--- config.mk ---
export PLATFORM = sky130hd
export DESIGN_NAME = sad_search_ctrl
export DESIGN_NICKNAME = d
export VERILOG_FILES = /design/src/rtl/sad_pkg.sv /design/src/rtl/sad_tag_pipe.sv /design/src/rtl/sad_search_ctrl.sv
export SDC_FILE = /design/constraint.sdc
export NUM_CORES = 1
export LEC_CHECK = 0
export BUFFER_PORTS_ARGS = -buffer_cell sky130_fd_sc_hd__buf_2
export CORE_MARGIN = 1.5
export CORE_UTILIZATION = 55
export CTS_BUF_LIST = sky130_fd_sc_hd__clkbuf_4 sky130_fd_sc_hd__clkbuf_8 sky130_fd_sc_hd__clkbuf_16
export DETAILED_ROUTE_END_ITERATION = 8
export PLACE_DENSITY_LB_ADDON = 0.08
export SLEW_MARGIN = 20
export SYNTH_ARGS = -nofsm -noshare
export SYNTH_HDL_FRONTEND = slang
export SYNTH_HIERARCHICAL = 1
export SYNTH_SLANG_ARGS = --single-unit
--- constraint.sdc ---
create_clock -name clk -period 2.42 [get_ports clk]
set_input_delay 0.121 -clock clk [delete_from_list [all_inputs] [get_ports clk]]
set_output_delay 0.121 -clock clk [all_outputs]
set_load 0.05 [all_outputs]
--- src/rtl/sad_pkg.sv ---
// Shared definitions for the SAD block-matching search controller:
// FSM state encoding, default pixel width and SAD result sizing.
package sad_pkg;

  localparam logic [1:0] ST_IDLE  = 2'd0;
  localparam logic [1:0] ST_ISSUE = 2'd1;
  localparam logic [1:0] ST_DRAIN = 2'd2;
  localparam logic [1:0] ST_DONE  = 2'd3;

  localparam int WIDTH_DEF = 8;

  // 32 absolute differences summed need five extra bits of headroom.
  function automatic int sad_w(input int width);
    return width + 5;
  endfunction

  localparam int SAD_W = sad_w(WIDTH_DEF);
  localparam logic [SAD_W-1:0] SAD_MAX = '1;

endpackage

--- src/rtl/sad_tag_pipe.sv ---
// Fixed-depth valid+index delay line that follows each issued candidate
// through the SAD core so its result can be matched to its index.
module sad_tag_pipe #(
  parameter int DEPTH = 3,
  parameter int IDX_W = 6
) (
  input  logic             clk,
  input  logic             rst,
  input  logic             in_valid,
  input  logic [IDX_W-1:0] in_idx,
  output logic             out_valid,
  output logic [IDX_W-1:0] out_idx,
  output logic             any_valid
);

  logic [DEPTH-1:0] vld;
  logic [IDX_W-1:0] idx [DEPTH];

  // Shift register; reset drops every in-flight tag.
  always_ff @(posedge clk) begin
    if (rst) begin
      vld <= '0;
      for (int i = 0; i < DEPTH; i++) begin
        idx[i] <= '0;
      end
    end else begin
      vld[0] <= in_valid;
      idx[0] <= in_idx;
      for (int i = 1; i < DEPTH; i++) begin
        vld[i] <= vld[i-1];
        idx[i] <= idx[i-1];
      end
    end
  end

  assign out_valid = vld[DEPTH-1];
  assign out_idx   = idx[DEPTH-1];
  assign any_valid = |vld;

endmodule

--- src/rtl/sad_search_ctrl.sv ---
// Issues N candidates back-to-back to the pipelined SAD core, keeps the
// minimum SAD with its index, and reports it through a done/ack handshake.
module sad_search_ctrl
  import sad_pkg::*;
#(
  parameter int WIDTH    = WIDTH_DEF,
  parameter int PIPE_LAT = 3,
  parameter int IDX_W    = 6
) (
  input  logic                    clk,
  input  logic                    rst,
  input  logic                    init,
  input  logic [IDX_W-1:0]        num_cand,
  input  logic                    ack,
  input  logic [sad_w(WIDTH)-1:0] sad_in,
  output logic                    issue,
  output logic [IDX_W-1:0]        cand_addr,
  output logic                    busy,
  output logic [sad_w(WIDTH)-1:0] best_sad,
  output logic [IDX_W-1:0]        best_idx,
  output logic                    done
);

  localparam int SW = sad_w(WIDTH);
  localparam logic [SW-1:0] BEST_INIT = {SW{1'b1}};

  logic [1:0]       state;
  logic [IDX_W-1:0] last_idx;
  logic             tag_valid;
  logic [IDX_W-1:0] tag_idx;
  logic             tag_busy;
  logic             better;

  sad_tag_pipe #(
    .DEPTH (PIPE_LAT),
    .IDX_W (IDX_W)
  ) u_tag_pipe (
    .clk       (clk),
    .rst       (rst),
    .in_valid  (issue),
    .in_idx    (cand_addr),
    .out_valid (tag_valid),
    .out_idx   (tag_idx),
    .any_valid (tag_busy)
  );

  // Strict less-than keeps the earlier index on a tie.
  assign better = tag_valid && (sad_in < best_sad);

  // Sequencing FSM with the issue counter and registered status outputs.
  always_ff @(posedge clk) begin
    if (rst) begin
      state     <= ST_IDLE;
      last_idx  <= '0;
      issue     <= 1'b0;
      cand_addr <= '0;
      busy      <= 1'b0;
      done      <= 1'b0;
    end else begin
      case (state)
        ST_IDLE: begin
          if (init) begin
            if (num_cand != '0) begin
              state     <= ST_ISSUE;
              last_idx  <= num_cand - IDX_W'(1);
              issue     <= 1'b1;
              cand_addr <= '0;
              busy      <= 1'b1;
            end else begin
              // Empty search: done appears one cycle later, from DONE itself.
              state     <= ST_DONE;
              cand_addr <= '0;
            end
          end else begin
            state <= ST_IDLE;
          end
        end
        ST_ISSUE: begin
          if (cand_addr == last_idx) begin
            state <= ST_DRAIN;
            issue <= 1'b0;
          end else begin
            cand_addr <= cand_addr + IDX_W'(1);
          end
        end
        ST_DRAIN: begin
          // Tag line empty means the final result was compared last cycle.
          if (!tag_busy) begin
            state <= ST_DONE;
            busy  <= 1'b0;
            done  <= 1'b1;
          end else begin
            state <= ST_DRAIN;
          end
        end
        ST_DONE: begin
          if (ack) begin
            state <= ST_IDLE;
            done  <= 1'b0;
          end else begin
            done <= 1'b1;
          end
        end
        default: begin
          state <= ST_IDLE;
          issue <= 1'b0;
          busy  <= 1'b0;
          done  <= 1'b0;
        end
      endcase
    end
  end

  // Running minimum; a new start clears it before any result can arrive.
  always_ff @(posedge clk) begin
    if (rst) begin
      best_sad <= BEST_INIT;
      best_idx <= '0;
    end else if ((state == ST_IDLE) && init) begin
      best_sad <= BEST_INIT;
      best_idx <= '0;
    end else if (better) begin
      best_sad <= sad_in;
      best_idx <= tag_idx;
    end else begin
      best_sad <= best_sad;
      best_idx <= best_idx;
    end
  end

endmodule

==> results.md <==
- F_max: between 0.5 and 0.6 GHz
- Worst-path fanout max: 8
- Post-Syn Nets: 347
- Startpoint types: flip-flop
- Synth top area cells: dfxtp_1 (42%), ha_1 (8.8%), mux2i_1 (7.8%), nor2_1 (6.2%), nor2b_1 (5.3%)
- # resized after CTS: 0
- Share of layout cells above drive strength 1: 22.2%
- Yosys cell types: 41
- Worst Skew: 0.0107 ns
- Hold path endpoint: done$_SDFFE_PP0P_
- Mapped Cells: about 300
- WL final: a little over 5 mm
- Max-cap violations: 0
- Clock buffer depth: 2
- Largest net degree at the start of global routing: 48
- TritonCTS clock tree: yes
- Worst-path clk slew: around 0.07 ns
- H-Tree Level Count: 3
- Leakage: 1.49 nW
- Clk pwr share: roughly 44%
- Die Y: ~73 µm
- Commonest cells post-synth: dfxtp_1 (57), nor2_1 (45), nand2_1 (26), nor2b_1 (23), mux2i_1 (21)
- FF+latch count, synth: 57
- Port Buffers: 50
- Hold depth: 2
- Die area: approximately 5400 µm²
- Post-route ant nets: 0
- First-pass GRT wire length: between 8 and 9 mm
- Final period util: 80.3%
- DRC viols: 0
- Setup Viol. Count Final: 0
- Worst-Margin Slew: between 0.7 and 0.8 ns
- P_int: roughly 1.7 mW
- Flop pwr share: 43.6%
- Hold Crit Class: in2reg
- Sw Pwr: 0.605 mW
- Hold Vio Cnt, Final: 0
- Top cell type's share of synthesized area: between 40% and 50%
- FFs w/ async S/R, synth: 0%
- Initial antenna violation count: 0
- Top cell type by total area after synthesis: dfxtp_1
- Crit path DAT: between 2 and 2.5 ns
- RSZ-0062 raised after global routing: no
- IO Pins: 51
- Tmin final: around 1.9 ns
- HP Start: ack
- Vias per cell: 5.02
- Row cnt: 25
- Die width: 73.2 µm
- Data required time at the worst endpoint: roughly 2.7 ns
- Reg-to-reg critical path startpoint: best_sad[2]$_SDFFE_PP1P_
- Tot GR Track Use: a little over a fifth
- R2r setup slk: 0.48 ns
- Starting Density: between 50% and 60%
- Slew Limit Fails: 0
- Crit path launch: best_sad[2]$_SDFFE_PP1P_
- Seq/Total Area, Yosys: ~42%
- P&R area growth vs syn: 19.6%
- Total CTS buffers: 9
- Ys Warns: 6
- EDFF count, synth: 0
- Hold buffers post-CTS: 1
- # diodes: 0
- DP Wirelength: around 3.6 mm
- Clk_lat worst skew: approximately 0.34 ns
- Via count: approximately 2,100
- Sw frac: ~27%
- Ys flop type: dfxtp_1
- Hold slack: roughly 0.018 ns
- Post-CTS setup buffers: 0
- Pwr Density: around 700 nW/µm²
- Crit. End Element: flip-flop
- Clock Tree Root: clkbuf_8
- Final Net Count: approximately 400
- TNS Setup: 0 ns
- Core area: ~4700 µm²
- Iteration-0 DRC Markers: a little under 80
- CTS Sinks: 57
- Vias in the first global route: around 2,000
- Detailed Routing Iterations Pass 1: 4
- Reg2reg path depth: 8
- Syn avg cell area: a little under 9 µm²
- Slew headroom: 49.5%
- Drt wl/cell: about 12 µm
- Status: finished, final reports clean
- Cell with the most instances after synthesis: dfxtp_1
- Reg2reg end: best_sad[4]$_SDFFE_PP1P_
- Crit Path Class: reg2reg
- Area of the mapped netlist: approximately 2700 µm²
- Max VDD drop: between 0.4 and 0.5 mV
- Comb pwr share: a little under an eighth
- Aggregate global routing overflow: 0
- GP Congestion: 0.806
==> metal layers <==
metal  part of all wire, %  track usage (%)
met1                    45             23.1
met2                    47             36.3
met3                   4.9             6.63
met4                   2.8             11.3
met5                     0                0
==> cells by family after synthesis <==
kind of cell               count (synthesis)  share of synthesized area [%]
and+or+nand+nor                          118                           21.2
AOI/OAI and AO/OA                         43                           10.6
adders and majority gates                 19                           8.78
xor gates and xnor gates                  10                           3.23
DFF                                       57                           42.1
muxes                                     21                           7.76
buffers and inverters                     37                           6.37
==> sequential cells by signal, indices dropped and copies added, names as in the netlist <==
name / count
done: 1
u_tag_pipe/idx: 18
state: 2
best_sad: 13
last_idx: 6
u_tag_pipe/vld: 3
issue: 1
cand_addr: 6
busy: 1
best_idx: 6
==> how the worst max path moves through the flow <==
stage,end,slack (ns),cells past startpoint
2_1_floorplan,best_idx[0]$_SDFFE_PP0P_,0.16,9
3_3_place_gp,best_idx[3]$_SDFFE_PP0P_,0.55,8
3_5_place_dp,best_sad[4]$_SDFFE_PP1P_,0.47,8
4_1_cts,best_sad[4]$_SDFFE_PP1P_,0.46,8
5_1_grt,best_sad[3]$_SDFFE_PP1P_,0.30,8
6_report,best_sad[4]$_SDFFE_PP1P_,0.48,8
==> stage by stage <==
| stage | setup slack, ns | cell area [µm²] | utilization, % | power (mW) | cells |
|---|---|---|---|---|---|
| final | 0.477 | 3240 | 68.6 | 2.26 | 427 |
| after global placement | 0.547 | 3000 | 63.6 | 1.27 | 410 |
| after CTS | 0.456 | 3240 | 68.6 | 2.28 | 427 |
| after global routing | 0.298 | 3240 | 68.6 | 2.35 | 427 |
| after detailed placement | 0.473 | 3000 | 63.6 | 1.28 | 410 |
| after floorplan | 0.159 | 2710 | - | 1.20 | 305 |
==> power groups by stage <==
| stage | registers (mW) | logic, mW | clock network [mW] |
|---|---|---|---|
| floorplan | 1.03 | 0.164 | 0 |
| global placement | 1.00 | 0.267 | 0 |
| detailed placement | 1.01 | 0.269 | 0 |
| CTS | 0.984 | 0.273 | 1.03 |
| global route | 0.987 | 0.300 | 1.07 |
| finish | 0.984 | 0.272 | 1.00 |
==> cell usage in the layout, fill, tap and decap left out, drive strengths merged, types with 3 or more instances in the layout <==
cell type / synthesis / layout
mux2i: 21 / 21
nand4: 3 / 3
inv: 18 / 20
nor2b: 23 / 23
ha: 19 / 19
nand3: 5 / 5
xor2: 8 / 8
a21oi: 13 / 13
dfxtp: 57 / 57
o21ai: 7 / 7
nand2: 26 / 26
clkbuf: 8 / 9
a211oi: 8 / 8
buf: 11 / 57
nor2: 45 / 45
nor3: 3 / 3
==> layout make-up <==
cell class | count | area (µm²)
Fill cell | 392 | 1480
Tap cell | 67 | 83.8
Inverter | 18 | 67.6
Multi-Input combinational cell | 211 | 1410
Timing Repair Buffer | 58 | 313
Clock buffer | 9 | 124
Sequential cell | 57 | 1140
Clock inverter | 7 | 103
==> worst max-delay path: stages (launching register included) <==
cell and delay [ns]:
dfxtp_1 0.34, inv_1 0.05, ha_1 0.28, a21o_1 0.16, a31oi_1 0.12, o21ai_0 0.18, a211oi_4 0.31, buf_4 0.23
mux2i_1 0.20
Power figures use the tool's default switching activity.
